===== config.mk =====
export PLATFORM = sky130hd
export DESIGN_NAME = digit_entry_ctrl
export DESIGN_NICKNAME = d
export VERILOG_FILES = /design/src/rtl/digit_entry_ctrl_pkg.sv /design/src/rtl/digit_entry_ctrl_idle_timer.sv /design/src/rtl/digit_entry_ctrl.sv
export SDC_FILE = /design/constraint.sdc
export NUM_CORES = 1
export LEC_CHECK = 0
export ABC_CLOCK_PERIOD_IN_PS = 2300
export BUFFER_PORTS_ARGS = -buffer_cell sky130_fd_sc_hd__buf_2
export CORE_ASPECT_RATIO = 0.6
export CORE_UTILIZATION = 33
export CTS_CLUSTER_DIAMETER = 150
export DETAILED_ROUTE_END_ITERATION = 10
export PLACE_DENSITY = 0.54
export SETUP_SLACK_MARGIN = 0.4
export SLEW_MARGIN = 20
export SYNTH_ARGS = -nofsm -noshare
export SYNTH_HDL_FRONTEND = slang
export SYNTH_SLANG_ARGS = --single-unit

===== constraint.sdc =====
create_clock -name clk -period 2.3 [get_ports clk]
set_clock_uncertainty 0.15 [all_clocks]
set_input_delay 0.23 -clock clk [delete_from_list [all_inputs] [get_ports clk]]
set_output_delay 0.23 -clock clk [all_outputs]
set_load 0.005 [all_outputs]

===== src/rtl/digit_entry_ctrl_pkg.sv =====
// Shared types and constants for the keypad digit-entry controller.
//   state_t     : controller states
//   NDIG_DEF    : default number of digit registers in the shift chain
//   TIMEOUT_DEF : default idle cycles in ENTRY/FULL before an automatic clear
//   BCD_MAX     : largest key code accepted as a digit
package digit_entry_ctrl_pkg;

   typedef enum logic [2:0] {
      IDLE,
      ENTRY,
      FULL,
      COMMIT,
      FLUSH
   } state_t;

   localparam int          NDIG_DEF    = 4;
   localparam int          TIMEOUT_DEF = 1_000_000;
   localparam logic [3:0]  BCD_MAX     = 4'd9;

endpackage


===== src/rtl/digit_entry_ctrl_idle_timer.sv =====
// Idle timer for the digit-entry controller.
//   clk, rst : clock, synchronous active-high reset
//   run      : high while the controller holds digits (ENTRY or FULL)
//   restart  : an accepted key; timer restarts from zero
//   expired  : high once the timer has reached TIMEOUT_CYC-1 while running
module idle_timer
   import digit_entry_ctrl_pkg::*;
#(
   parameter int TIMEOUT_CYC = TIMEOUT_DEF
) (
   input  logic clk,
   input  logic rst,
   input  logic run,
   input  logic restart,
   output logic expired
);

   localparam int TW = (TIMEOUT_CYC > 2) ? $clog2(TIMEOUT_CYC) : 1;

   logic [TW-1:0] tmr;

   // Saturates at the terminal value; the controller leaves ENTRY/FULL the
   // cycle after expiry, which drops run and zeroes the timer.
   always_ff @(posedge clk) begin
      if (rst || !run || restart)
         tmr <= '0;
      else if (!expired)
         tmr <= tmr + TW'(1);
   end

   assign expired = run && (tmr == TW'(TIMEOUT_CYC - 1));

endmodule


===== src/rtl/digit_entry_ctrl.sv =====
// Keypad digit-entry controller feeding an NDIG-deep chain of 4-bit registers.
//   clk, rst  : clock, synchronous active-high reset
//   key_valid : keypad strobe, key_code sampled with it
//   enter     : commit request
//   clear     : clear request (flushes the chain with zeros)
//   iden      : shift enable to every chain register
//   d_out     : data into the first chain register
//   count     : digits currently held
//   commit    : one-cycle pulse, chain contents are final
//   err       : one-cycle pulse, key rejected (non-BCD or chain full)
//   busy      : high while flushing
// All outputs come from flops. The one exception is iden, which is also
// gated by rst: the chain registers give iden priority over their own reset,
// so iden must already be low in the reset cycle itself.
module digit_entry_ctrl
   import digit_entry_ctrl_pkg::*;
#(
   parameter int NDIG        = NDIG_DEF,
   parameter int TIMEOUT_CYC = TIMEOUT_DEF
) (
   input  logic                      clk,
   input  logic                      rst,
   input  logic                      key_valid,
   input  logic [3:0]                key_code,
   input  logic                      enter,
   input  logic                      clear,
   output logic                      iden,
   output logic [3:0]                d_out,
   output logic [$clog2(NDIG+1)-1:0] count,
   output logic                      commit,
   output logic                      err,
   output logic                      busy
);

   localparam int CW = $clog2(NDIG + 1);

   state_t        state, state_n;
   logic [CW-1:0] cnt, cnt_n;
   logic [CW-1:0] fcnt, fcnt_n;   // FLUSH cycle counter
   logic          iden_q, iden_n;
   logic [3:0]    dout_q, dout_n;
   logic          err_q, err_n;
   logic          commit_q, commit_n;
   logic          busy_q, busy_n;
   logic          restart, expired, run;

   assign run = (state == ENTRY) || (state == FULL);

   idle_timer #(
      .TIMEOUT_CYC (TIMEOUT_CYC)
   ) u_idle_timer (
      .clk     (clk),
      .rst     (rst),
      .run     (run),
      .restart (restart),
      .expired (expired)
   );

   always_ff @(posedge clk) begin
      if (rst) begin
         state    <= IDLE;
         cnt      <= '0;
         fcnt     <= '0;
         iden_q   <= 1'b0;
         dout_q   <= 4'd0;
         err_q    <= 1'b0;
         commit_q <= 1'b0;
         busy_q   <= 1'b0;
      end else begin
         state    <= state_n;
         cnt      <= cnt_n;
         fcnt     <= fcnt_n;
         iden_q   <= iden_n;
         dout_q   <= dout_n;
         err_q    <= err_n;
         commit_q <= commit_n;
         busy_q   <= busy_n;
      end
   end

   always_comb begin
      state_n = state;
      cnt_n   = cnt;
      fcnt_n  = fcnt;
      iden_n  = 1'b0;
      dout_n  = dout_q;
      err_n   = 1'b0;
      restart = 1'b0;

      case (state)
         IDLE, ENTRY, FULL: begin
            if (clear || expired) begin
               // First flush shift happens in the first FLUSH cycle.
               state_n = FLUSH;
               cnt_n   = '0;
               fcnt_n  = '0;
               iden_n  = 1'b1;
               dout_n  = 4'd0;
            end else if (enter && state != IDLE) begin
               // enter in IDLE (count=0) falls through, so a key strobed
               // with it is still taken.
               state_n = COMMIT;
            end else if (key_valid) begin
               if (key_code > BCD_MAX || state == FULL) begin
                  err_n = 1'b1;
               end else begin
                  iden_n  = 1'b1;
                  dout_n  = key_code;
                  cnt_n   = cnt + CW'(1);
                  restart = 1'b1;
                  state_n = (cnt == CW'(NDIG - 1)) ? FULL : ENTRY;
               end
            end
         end

         COMMIT: begin
            state_n = IDLE;
            cnt_n   = '0;
         end

         FLUSH: begin
            if (fcnt == CW'(NDIG - 1)) begin
               state_n = IDLE;
            end else begin
               fcnt_n = fcnt + CW'(1);
               iden_n = 1'b1;
               dout_n = 4'd0;
            end
         end

         default: begin
            state_n = IDLE;
            cnt_n   = '0;
         end
      endcase

      commit_n = (state_n == COMMIT);
      busy_n   = (state_n == FLUSH);
   end

   assign iden   = iden_q & ~rst;
   assign d_out  = dout_q;
   assign count  = cnt;
   assign commit = commit_q;
   assign err    = err_q;
   assign busy   = busy_q;

endmodule


---- After elaboration in Yosys (flattened, before gate mapping) ----
Index checks and enable logic that the tools add are counted.
word-level totals
  register bits ........................... 37
  output and inout port bits .............. 11
  word-level logic and storage cells ...... 77
operators by class
  add/subtract/negate cells ............... 3
  $lt $le $gt $ge ......................... 1
  equality and inequality tests ........... 13
  muxes and demuxes ....................... 30
  bitwise logic cells ..................... 5
  reduce and logical (&&, ||, !) cells .... 16
operators by type and width
  operator               count
  $mux 3                 11
  $add 20x1->20 const B  1
  $eq 20x20->1 const B   1
  $mux 4                 5
  $pmux 3 s2             3
  $eq 3x2->1 const B     4
  $ne 3x3->1 const B     3
  $mux 1                 8
  $pmux 4 s2             1
  $add 3x1->3 const B    2
  $eq 3x3->1 const B     2
  $logic_or 1x1->1       5
  $reduce_and 5->1       1
  $reduce_or 5->1        1
  $gt 4x4->1 const B     1
  $ne 2x2->1 const B     2
  $not 1->1              4
  $reduce_and 4->1       1
  $eq 3x1->1 const B     1
  $logic_not 3->1        1
  $reduce_and 3->1       1
  $reduce_bool 3->1      1
  $reduce_or 3->1        1
  $logic_and 1x1->1      2
  other kinds (5)        5

---- Depth between registers and ports, before layout ----
Gate-level depths: netlist of the first run.
  word-level depth ........................ 8
  gate-level depth with buffers ........... 8
  mapped depth without buffers ............ 6

---- By module ----
Synthesis of the first run repeated with hierarchy kept, for this count alone.
unflattened totals
  cell total of the unflattened synthesis .. 211
  area, all modules ....................... 1909.3 µm²
modules (own cells, without submodules)
  module            instances  cells an instance  area each (µm²)  seq. area each (µm²)
  idle_timer        1          110                1002.2           400.4
  digit_entry_ctrl  1          101                907.1            340.3

---- Worst setup path before layout of the first run ----
No wires, ideal clock.
  path kind ............................... register to register
  from .................................... reg u_idle_timer.tmr[0]
  to ...................................... reg u_idle_timer.tmr[3]
  setup time .............................. 0.073 ns
  data arrival time ....................... 1.796 ns
  data required time ...................... 2.077 ns
  path slack .............................. 0.281 ns
  cell stages (with the launch flop) ...... 9
  path buffers ............................ 2
  path through ............................ dfxtp_1 ha_1 and4b_1 nand4_1 o21ba_1 buf_6 a311o_1 buf_2 nor3_2
on the way
  word-level cells in the longest chain between the ends .. 6
  elaborated cells between the ends (all ways) .. 7
  classes of those cells .................. add/sub: 1; eq/ne: 1; mux: 2; reduce/logical: 3
RTL lines
  item                                                   RTL line                           RTL
  from (decl)                                            digit_entry_ctrl_idle_timer.sv:20  logic [TW-1:0] tmr;
  from (signal assigned)                                 digit_entry_ctrl_idle_timer.sv:28  tmr <= tmr + TW'(1);
  branches (longest 6 deep; another with $add 20x1->20)  n/a
Several ways; the timed one is not identified.
A chain may end at the register's enable or synchronous reset.

---- Final worst setup path of the first run ----
Ends and elaborated chain as after synthesis.

==> impl_results.md, run 1 <==
- Status: completed
- Worst-Margin Slew: 0.4231 ns
- CTS tree: done
- Final setup violating endpoints: 0
- Global route overflow: 0
- Fraction of layout cells with a size suffix above 1: 28.14%
- Int Pwr: 0.0009230 W
- Commonest non-fill, non-tap cell in the layout: dfxtp_1
- Setup CP Type: reg2reg
- Distinct cell type count after synthesis: 48
- Largest net degree at the start of global routing: 18
- Mapped Cells: 194
- Part of the power in registers: 53.5%
- Rows: 20
- Sw Share: 25.70%
- Post-DRT Antenna Nets: 0
- Synth warnings: 0
- H-tree depth reported by CTS: 2
- Crit path setup slack, layout: 0.3461 ns
- Synth Register Bits: 37
- First-pass GRT wire length: 6410 um
- Final hold violations: 0
- Fillcell total: 502
- Sequential-to-total area share from yosys stat: 42.17%
- Avg Vias per Cell: 4.956
- Die area: 0.005629 mm^2
- Total Wirelength: 3969 um
- Pwr dens: 560.0 mW/mm^2
- IO Port Bufs: 19
- Clock transition at path regs: 0.07 ns
- Remaining DRCs: 0
- CP Launch Type: register
- Cts bufs inserted: 5
- Wirelength per Cell: 13.36 um
- Mapped Nets: 208
- Setup WS pre-CTS: 0.2637 ns
- Core ar.: 0.005080 mm^2
- Comb pwr share: 10.7%
- CP arrival: 2.02 ns
- Fin crit share: 84.95%
- Clk pwr share: 35.9%
- Global Route Usage Sum: 15.60%
- Gpl congestion: 0.8374
- Area growth, synth to finish: 26.28%
- Final net count: 244
- Most frequent cells in the layout: 35 x dfxtp_1, 23 x nor2_1, 19 x buf_2
- CP endpoint kind: register
- Final TNS setup: 0 ns
- Fin crit period: 1.954 ns
- R2R depth: 7
- Synth async-reset ratio: 0%
- Post-synth EDFFs: 0
- Diodes inserted: 0
- Clk_lat worst skew: 0.29 ns
- Main synth FF type: dfxtp_1
- P_sw: 0.0003192 W
- Fin cells: 297
- Drt pass-1 iters: 4
- Hold Path End: d_out[0]$_SDFFE_PP0P_
- HP Class: in2reg
- Max Fclk: 511.8 MHz
- Max_slew headroom: 71.50%
- Io pins: 20
- Die Wd: 96.19 um
- Die height: 58.52 um
- HP Start: key_code[0]
- WHS Path Cells: 2
- Drt first-iter violations: 55
- Crit Path Max Fanout: 5
- Vias: 1472
- Starting Density: 34.58%
- Post-Syn Area: 0.001757 mm^2
- R2R Path Start: u_idle_timer.tmr[0]$_SDFFE_PP0N_
- TritonCTS Sinks: 37
- VDD IR max: 0.1972 mV
- RSZ-0062 raised after global routing: yes
- Pleak: 0.8263 nW
- Clock Path Buffers: 2
- CP required: 2.37 ns
- Root Buffer: clkbuf_8
- Number of global-route vias before repair: 1264
- Fin. max-slew vios: 0
- RR Endpoint: u_idle_timer.tmr[3]$_SDFFE_PP0N_
- Dpl cells: 282
- Mean Syn Cell Area: 9.055 um^2
- R2r setup slk: 0.35 ns
- Max_cap viols: 0
- DPL Wire Length: 2832 um
- Initial antenna violation count: 0
[critical path, cell delays in order (launching register included)]
cell and delay (ns):
dfxtp_4 0.36, ha_4 0.13, and4b_1 0.23, nand4_1 0.13, o21ba_1 0.22, a311o_1 0.38
buf_6 0.16, nor3_2 0.13
[Yosys cell counts (3+ instances only)]
master     instances  area share (%)
nor3_1             4             1.1
nor2_1            25             5.3
mux2i_1            4             2.3
dfxtp_1           37              42
nand4_1            5             1.8
a21oi_1            8             2.3
o21ai_0            5             1.4
nand3_1           12             3.4
and3_1             6             2.1
nor2b_1            3             1.1
nor4b_1            3             1.5
ha_1               5             3.6
o2bb2ai_1          5             2.5
xor2_1            12             6.0
xnor2_1            4             2.0
nand2b_1           6             2.1
nand2_1            7             1.5
inv_1              5             1.1
[final cells by class]
class                           count  area [um^2]  area share [%]
Clock buffer                        5        68.82           3.102
Sequential cell                    37        748.2           33.73
Inverter                            5        18.77          0.8460
Clock inverter                      3        17.52          0.7896
Timing Repair Buffer               36        236.5           10.66
Tap cell                           66        82.58           3.723
Multi-Input combinational cell    145         1046           47.15
[flip-flops by register name, summed over array words and instances (netlist names)]
| register | flops |
|---|---|
| state | 3 |
| fcnt | 3 |
| err | 1 |
| commit | 1 |
| count | 3 |
| busy | 1 |
| d_out | 4 |
| u_idle_timer.tmr | 20 |
| iden_q | 1 |
[cell families after synthesis]
family | synth area share (%)
buffers and inverters | 3.561
AND/OR/NAND/NOR | 27.57
flip-flops | 42.17
AO/OA/AOI/OAI | 12.89
adder cells (fa/ha/maj) | 3.561
XOR/XNOR | 7.977
multiplexers | 2.279
[power by group through the flow]
stage	combinational (W)	clock, W	sequential [W]
after floorplan	0.0000761	0	0.000677
after global placement	0.000108	0	0.000681
after detailed placement	0.000107	0	0.000681
after CTS	0.000114	0.000463	0.000664
after global routing	0.000145	0.000492	0.000667
final	0.000132	0.000445	0.000664
[per-layer routing]
| metal | share of wire (%) | global-route usage, % | vias to the layer above | wire length, um |
|---|---|---|---|---|
| met5 | 0 | 0 | - | 0 |
| met4 | 1.2 | 5.757 | 0 | 48 |
| met3 | 5.6 | 4.264 | 5 | 223 |
| met2 | 33 | 17.02 | 29 | 1328 |
| met1 | 60 | 26.40 | 666 | 2367 |
| li1 | - | - | 772 | - |
[timing repair]
| item | in CTS | in global routing |
|---|---|---|
| hold endpoints to repair | 1 | 0 |
| hold buffers | 1 | 0 |
| setup endpoints to repair | 29 | 31 |
| pin swaps | 6 | 7 |
| gates resized for setup | 5 | 21 |
| cloned | 2 | 0 |
| setup buffers | 4 | 0 |
[worst max path at each step]
stage / from / end / cells after the start
2_1_floorplan: state[1]$_SDFF_PP0_ / u_idle_timer.tmr[3]$_SDFFE_PP0N_ / 8
4_1_cts: u_idle_timer.tmr[0]$_SDFFE_PP0N_ / u_idle_timer.tmr[8]$_SDFFE_PP0N_ / 7
6_report: u_idle_timer.tmr[0]$_SDFFE_PP0N_ / u_idle_timer.tmr[3]$_SDFFE_PP0N_ / 7
3_5_place_dp: u_idle_timer.tmr[1]$_SDFFE_PP0N_ / u_idle_timer.tmr[3]$_SDFFE_PP0N_ / 7
3_3_place_gp: u_idle_timer.tmr[1]$_SDFFE_PP0N_ / u_idle_timer.tmr[5]$_SDFFE_PP0N_ / 7
5_1_grt: u_idle_timer.tmr[0]$_SDFFE_PP0N_ / u_idle_timer.tmr[8]$_SDFFE_PP0N_ / 7
[stage by stage]
step	power, W	hold WS, ns	area, um^2	util [%]
6_report	0.001242	0.003381	2218	43.67
5_1_grt	0.001303	0.009416	2218	43.67
4_1_cts	0.001240	0.002530	2138	42.09
3_5_place_dp	0.0007881	0.3058	1987	39.11
3_3_place_gp	0.0007888	0.2989	1987	39.11
2_1_floorplan	0.0007530	0.1969	1792	-
(Power assumes the default switching activity.)
==> run 2, diff against run 1 <==
--- a/config.mk
+++ b/config.mk
@@ -5,13 +5,13 @@
 export SDC_FILE = /design/constraint.sdc
 export NUM_CORES = 1
 export LEC_CHECK = 0
-export ABC_CLOCK_PERIOD_IN_PS = 2300
+export ABC_CLOCK_PERIOD_IN_PS = 1730
 export BUFFER_PORTS_ARGS = -buffer_cell sky130_fd_sc_hd__buf_2
 export CORE_ASPECT_RATIO = 0.6
 export CORE_UTILIZATION = 33
 export CTS_CLUSTER_DIAMETER = 150
 export DETAILED_ROUTE_END_ITERATION = 10
-export PLACE_DENSITY = 0.54
+export PLACE_DENSITY = 0.56
 export SETUP_SLACK_MARGIN = 0.4
 export SLEW_MARGIN = 20
 export SYNTH_ARGS = -nofsm -noshare
==> constraint.sdc (replaced) <==
create_clock -name clk -period 1.73 [get_ports clk]
set_clock_uncertainty 0.15 [all_clocks]
set_input_delay 0.173 -clock clk [delete_from_list [all_inputs] [get_ports clk]]
set_output_delay 0.173 -clock clk [all_outputs]
set_load 0.005 [all_outputs]
==> run 2 against run 1 <==
  * Clock-buffer cell count rose by 1
  * Cell area rose by 19%
  * The flow now finishes with violations (setup timing)
  * Largest power group unchanged
  * Via count rose by 11%
  * Core utilization rose by 8.5 points
  * Power rose by 40%
==> impl_results.md, run 2 (synthesis results as in run 1) <==
- H-tree depth reported by CTS: 2
- Part of the power in registers: 50.9%
- Diodes inserted: 0
- Status: finished with violations
- Int Pwr: 0.001282 W
- P_sw: 0.0004608 W
- Fin crit period: 1.966 ns
- Core ar.: 0.005080 mm^2
- Cell Chain, Critical Path: nor4b_4 -> nand4b_1 -> o21ba_1 -> a311o_1 -> buf_4 -> a21oi_1
- Crit path setup slack, layout: -0.2356 ns
- Clock transition at path regs: 0.08 ns
- Final setup violating endpoints: 36
- Wirelength per Cell: 13.31 um
- Final hold violations: 0
- Worst-Margin Slew: 0.4473 ns
- HP Start: key_valid
- Failing checks: setup timing
- Die Wd: 96.19 um
- Starting Density: 34.58%
- CP Launch Type: register
- Pwr dens: 657.6 mW/mm^2
- Root Buffer: clkbuf_8
- Global route overflow: 0
- Fillcell total: 468
- RSZ-0062 raised after global routing: yes
- CTS tree: done
- Io pins: 20
- Area growth, synth to finish: 50.85%
- Total Wirelength: 4524 um
- Comb pwr share: 14.6%
- Sw Share: 26.44%
- TritonCTS Sinks: 37
- Crit Path Max Fanout: 14
- CP arrival: 2.04 ns
- DPL Wire Length: 3176 um
- CP required: 1.80 ns
- Rows: 20
- CP top delay family: compound AO/OA/AOI/OAI gates
- Pleak: 1.060 nW
- Highest-delay cell along the critical path: a311o_1
- CP endpoint kind: register
- Critical Path Start: u_idle_timer.tmr[10]$_SDFFE_PP0N_
- R2R Path Start: u_idle_timer.tmr[10]$_SDFFE_PP0N_
- Commonest non-fill, non-tap cell in the layout: buf_4
- Gpl congestion: 0.7775
- Largest Register: u_idle_timer.tmr
- Dpl cells: 322
- CP bufs+invs: 1
- Fin crit share: 113.6%
- Fin. max-slew vios: 0
- Number of global-route vias before repair: 1475
- Die height: 58.52 um
- Max stage delay on crit path: 0.35 ns
- Avg Vias per Cell: 4.826
- Max_slew headroom: 70.07%
- Cell area after layout: 0.002650 mm^2
- Dpl cell area: 0.002295 mm^2
- Max Fclk: 508.8 MHz
- Vias: 1641
- Clk_lat worst skew: 0.29 ns
- Final net count: 287
- Max reg flops: 20
- Drt pass-1 iters: 4
- Fraction of layout cells with a size suffix above 1: 43.07%
- Initial antenna violation count: 0
- Max_cap viols: 0
- Remaining DRCs: 0
- IO Port Bufs: 19
- Clock Path Buffers: 2
- Clk pwr share: 34.5%
- Drt first-iter violations: 76
- Largest net degree at the start of global routing: 18
- First-pass GRT wire length: 7300 um
- Die area: 0.005629 mm^2
- Most frequent cells in the layout: 52 x buf_4, 31 x dfxtp_1, 22 x nor2_1
- Cts bufs inserted: 5
- Setup CP Type: reg2reg
- Global Route Usage Sum: 17.32%
- Fin cells: 340
- Post-DRT Antenna Nets: 0
- HP Class: in2reg
- VDD IR max: 0.3496 mV
-- run 2: tightest hold or removal path, delay by kind of cell --
kind / cells / cell delay, ns
AND/OR/NAND/NOR: 2 / 0.11
buffers and inverters: 1 / 0.13
-- run 2: power by group through the flow --
stage          clock [W]  combinational [W]  sequential (W)
2_1_floorplan          0           0.000103        0.000900
3_3_place_gp           0           0.000179        0.000904
3_5_place_dp           0           0.000180        0.000904
4_1_cts         0.000615           0.000241        0.000887
5_1_grt         0.000643           0.000274        0.000890
6_report        0.000601           0.000254        0.000888
-- run 2: cell type report --
| type | count | area (um^2) | share of cell area [%] |
|---|---|---|---|
| clock buffer | 6 | 72.57 | 2.738 |
| clock inverter | 2 | 10.01 | 0.3777 |
| inverter | 5 | 18.77 | 0.7082 |
| multi-input combinational | 145 | 1144 | 43.15 |
| sequential | 37 | 748.2 | 28.23 |
| tap | 66 | 82.58 | 3.116 |
| timing repair buffer | 79 | 574.3 | 21.67 |
-- run 2: path summary, 6_finish.rpt --
path,slack [ns],depth (start not counted),endpoint
worst max-delay path,-0.24,6,u_idle_timer.tmr[12]$_SDFFE_PP0N_
worst min-delay path,0.02,3,err$_SDFF_PP0_
worst max register to register,-0.24,6,u_idle_timer.tmr[12]$_SDFFE_PP0N_
worst min register to register,0.33,2,d_out[1]$_SDFFE_PP0P_
-- run 2: what timing repair did --
action                                  CTS  global route
pin swaps                                16             3
setup buffers                             6             0
hold buffers                              4             0
hold endpoints to repair                  4             0
resized for setup                        36             4
endpoints found under the setup margin   37            37
-- run 2: stage by stage --
| stage | setup TNS, ns | util [%] | power, W | hold slack (ns) | setup WS [ns] |
|---|---|---|---|---|---|
| 2_1_floorplan | -3.174 | - | 0.001003 | 0.1399 | -0.2007 |
| 5_1_grt | -9.004 | 52.17 | 0.001808 | 0.04281 | -0.3068 |
| 3_3_place_gp | -5.382 | 45.17 | 0.001084 | 0.2385 | -0.2127 |
| 4_1_cts | -5.112 | 51.70 | 0.001743 | 0.01681 | -0.1963 |
| 3_5_place_dp | -5.765 | 45.17 | 0.001084 | 0.2292 | -0.2403 |
| 6_report | -6.369 | 52.17 | 0.001743 | 0.02130 | -0.2356 |
-- run 2: per-layer routing --
metal	GRT usage, %	wire length, um	vias to the layer above	share of wire [%]
met4	3.838	0	0	0
met3	3.876	128	0	2.8
met2	21.07	1717	18	38
met1	29.06	2678	769	59
met5	0	0	-	0
li1	-	-	854	-
==> run 3, diff against run 2 <==
--- a/config.mk
+++ b/config.mk
@@ -5,13 +5,14 @@
 export SDC_FILE = /design/constraint.sdc
 export NUM_CORES = 1
 export LEC_CHECK = 0
+export ABC_AREA = 1
 export ABC_CLOCK_PERIOD_IN_PS = 1730
 export BUFFER_PORTS_ARGS = -buffer_cell sky130_fd_sc_hd__buf_2
 export CORE_ASPECT_RATIO = 0.6
 export CORE_UTILIZATION = 33
 export CTS_CLUSTER_DIAMETER = 150
 export DETAILED_ROUTE_END_ITERATION = 10
-export PLACE_DENSITY = 0.56
+export PLACE_DENSITY = 0.59
 export SETUP_SLACK_MARGIN = 0.4
 export SLEW_MARGIN = 20
 export SYNTH_ARGS = -nofsm -noshare
==> run 3 against run 2 <==
  * Via count rose by 18%
  * First-iteration DRC count unchanged
  * Routed wire length increased by 16%
  * Flip-flop and latch count stayed put
  * Clock power increased by 32%
  * Non-clock buffer count down 26
  * Clock-buffer cell count increased by 1
  * The run now ends clean
  * Cell area rose by 7.7%
==> impl_results.md, run 3 <==
- Status: completed
- Largest net degree at the start of global routing: 21
- Pwr dens: 725.8 mW/mm^2
- Mean Syn Cell Area: 7.444 um^2
- Global Route Usage Sum: 16.91%
- Vias: 1939
- Hold-fix buffers, CTS: 0
- Met2 Use GR: 21.58%
- Max_cap viols: 0
- CTS tree: done
- Yosys top cell by area: dfxtp_1
- Post-DRT Antenna Nets: 0
- Clk_lat worst skew: 0.29 ns
- Final setup violating endpoints: 0
- Total Wirelength: 5239 um
- Post-synth EDFFs: 0
- Worst-Margin Slew: 0.3595 ns
- Remaining DRCs: 0
- Main synth FF type: dfxtp_1
- Synth async-reset ratio: 0%
- VDD IR max: 0.3630 mV
- Max Fclk: 588.3 MHz
- Drt first-iter violations: 76
- Post-Syn Area: 0.002062 mm^2
- Number of global-route vias before repair: 1778
- Distinct cell type count after synthesis: 33
- Fin crit share: 98.25%
- Gpl congestion: 0.8607
- Root Buffer: clkbuf_8
- HP Class: in2reg
- Fin cells: 414
- Final hold violations: 0
- Final net count: 347
- Global route overflow: 0
- Post-synth top cells: 51 x nand2_1, 41 x nor2_1, 37 x dfxtp_1
- Io pins: 20
- IO Port Bufs: 19
- Starting Density: 35.51%
- Fraction of layout cells with a size suffix above 1: 48.50%
- Fin. max-slew vios: 0
- Met1 Use GR: 27.16%
- CP Launch Type: register
- Fin crit period: 1.700 ns
- Fillcell total: 544
- Clock Path Buffers: 2
- Core ar.: 0.005807 mm^2
- RSZ-0062 raised after global routing: yes
- Clock transition at path regs: 0.08 ns
- Synth warnings: 0
- Max_slew headroom: 75.89%
- Area growth, synth to finish: 38.41%
- TritonCTS Sinks: 37
- Die area: 0.006579 mm^2
- Most common cell in the synthesized netlist: nand2_1
- Pleak: 1.146 nW
- Dpl cells: 396
- Crit Path Max Fanout: 4
- Max reg flops: 20
- Met3 usage: 3.830%
- Synth Register Bits: 37
- Wirelength per Cell: 12.65 um
- CP endpoint kind: register
- Final TNS setup: 0 ns
- Initial antenna violation count: 0
- Diodes inserted: 0
- Largest Register: u_idle_timer.tmr
- Die Wd: 104.1 um
- Drt pass-1 iters: 4
- H-tree depth reported by CTS: 2
- Rows: 21
- Mapped Cells: 277
- DPL Wire Length: 3924 um
- Die height: 63.23 um
- Cts bufs inserted: 5
- Setup CP Type: reg2reg
- CP required: 1.81 ns
- Gr busiest metal: met1
- Avg Vias per Cell: 4.684
- Share of the synthesized area in the top cell type: 35.92%
- Top post-synthesis cells by area: dfxtp_1 36%, nand2_1 9.3%, nor2_1 7.5%, inv_1 5.6%, a21oi_2 5.5%
- First-pass GRT wire length: 8735 um
- Most frequent cells in the layout: 40 x nand2_1, 32 x nor2_1, 30 x buf_4
- Sequential-to-total area share from yosys stat: 35.92%
- CP arrival: 1.78 ns
- Mapped Nets: 291
- Commonest non-fill, non-tap cell in the layout: nand2_1
-- run 3: cell types whose count changed after synthesis, moves of 7 or more --
cell	before	now
inv_1	5	31
nand2_1	7	51
xor2_1	12	5
nor2_1	25	41
a21oi_2	0	13
-- run 3: final timing paths --
| path | from | to | slack [ns] | cells after the start |
|---|---|---|---|---|
| setup / recovery | u_idle_timer.tmr[0]$_SDFFE_PP0N_ | u_idle_timer.tmr[10]$_SDFFE_PP0N_ | 0.03 | 6 |
| hold / removal | key_valid | err$_SDFF_PP0_ | 0.03 | 3 |
| hold reg to reg | fcnt[1]$_SDFFE_PP0P_ | fcnt[1]$_SDFFE_PP0P_ | 0.33 | 2 |
| setup reg to reg | u_idle_timer.tmr[0]$_SDFFE_PP0N_ | u_idle_timer.tmr[10]$_SDFFE_PP0N_ | 0.03 | 6 |
-- run 3: where the power goes --
group | total [W] | internal (W) | switching [W]
sequential | 0.000911 | 0.000885 | 0.0000259
clock | 0.000795 | 0.000470 | 0.000325
combinational | 0.000366 | 0.000153 | 0.000213
-- run 3: what timing repair did --
action,4_1_cts,5_1_grt
setup endpoints to repair,37,37
pin swaps,9,14
gates resized for setup,17,34
setup buffers,7,3
-- run 3: final cells by class --
class,instances,area [um^2],share of cell area (%)
clock buffers,7,86.33,3.025
repair buffers,53,382.9,13.42
inverters,35,133.9,4.691
flip-flops and latches,37,768.2,26.92
clock inverters,1,30.03,1.052
well taps,80,100.1,3.507
multi-input cells,201,1353,47.39
-- run 3: cells by family after synthesis --
group	Yosys count	share of synthesized area (%)
AND/OR/NAND/NOR	162	40.05
AO/OA/AOI/OAI	27	9.466
flip-flops	37	35.92
XOR/XNOR	7	2.973
buffers and inverters	39	8.556
adder cells (fa/ha/maj)	5	3.034
-- run 3: through the flow --
stage | area [um^2] | utilization (%) | setup slack [ns] | hold WS [ns] | power (W)
finish | 2854 | 49.15 | 0.03031 | 0.02811 | 0.002072
global route | 2854 | 49.15 | -0.05260 | 0.02615 | 0.002175
CTS | 2733 | 47.06 | 0.04786 | 0.008076 | 0.002055
global placement | 2494 | 42.94 | 0.04153 | 0.2974 | 0.001234
floorplan | 2138 | - | 0.06499 | 0.1727 | 0.001146
detailed placement | 2494 | 42.94 | -0.03132 | 0.3052 | 0.001238
-- run 3: per-layer routing --
| layer | share of wire [%] | wire (um) | vias up |
|---|---|---|---|
| li1 | - | - | 1018 |
| met1 | 56 | 2916 | 865 |
| met2 | 37 | 1933 | 51 |
| met3 | 6.8 | 358 | 5 |
| met4 | 0.59 | 31 | 0 |
| met5 | 0 | 0 | - |
-- run 3: critical path, stage by stage (launching register included) --
cell and delay [ns]:
dfxtp_4 0.36, ha_4 0.15, nand3_2 0.09, nand3b_1 0.26, buf_4 0.20, or3_1 0.32
a21oi_2 0.11
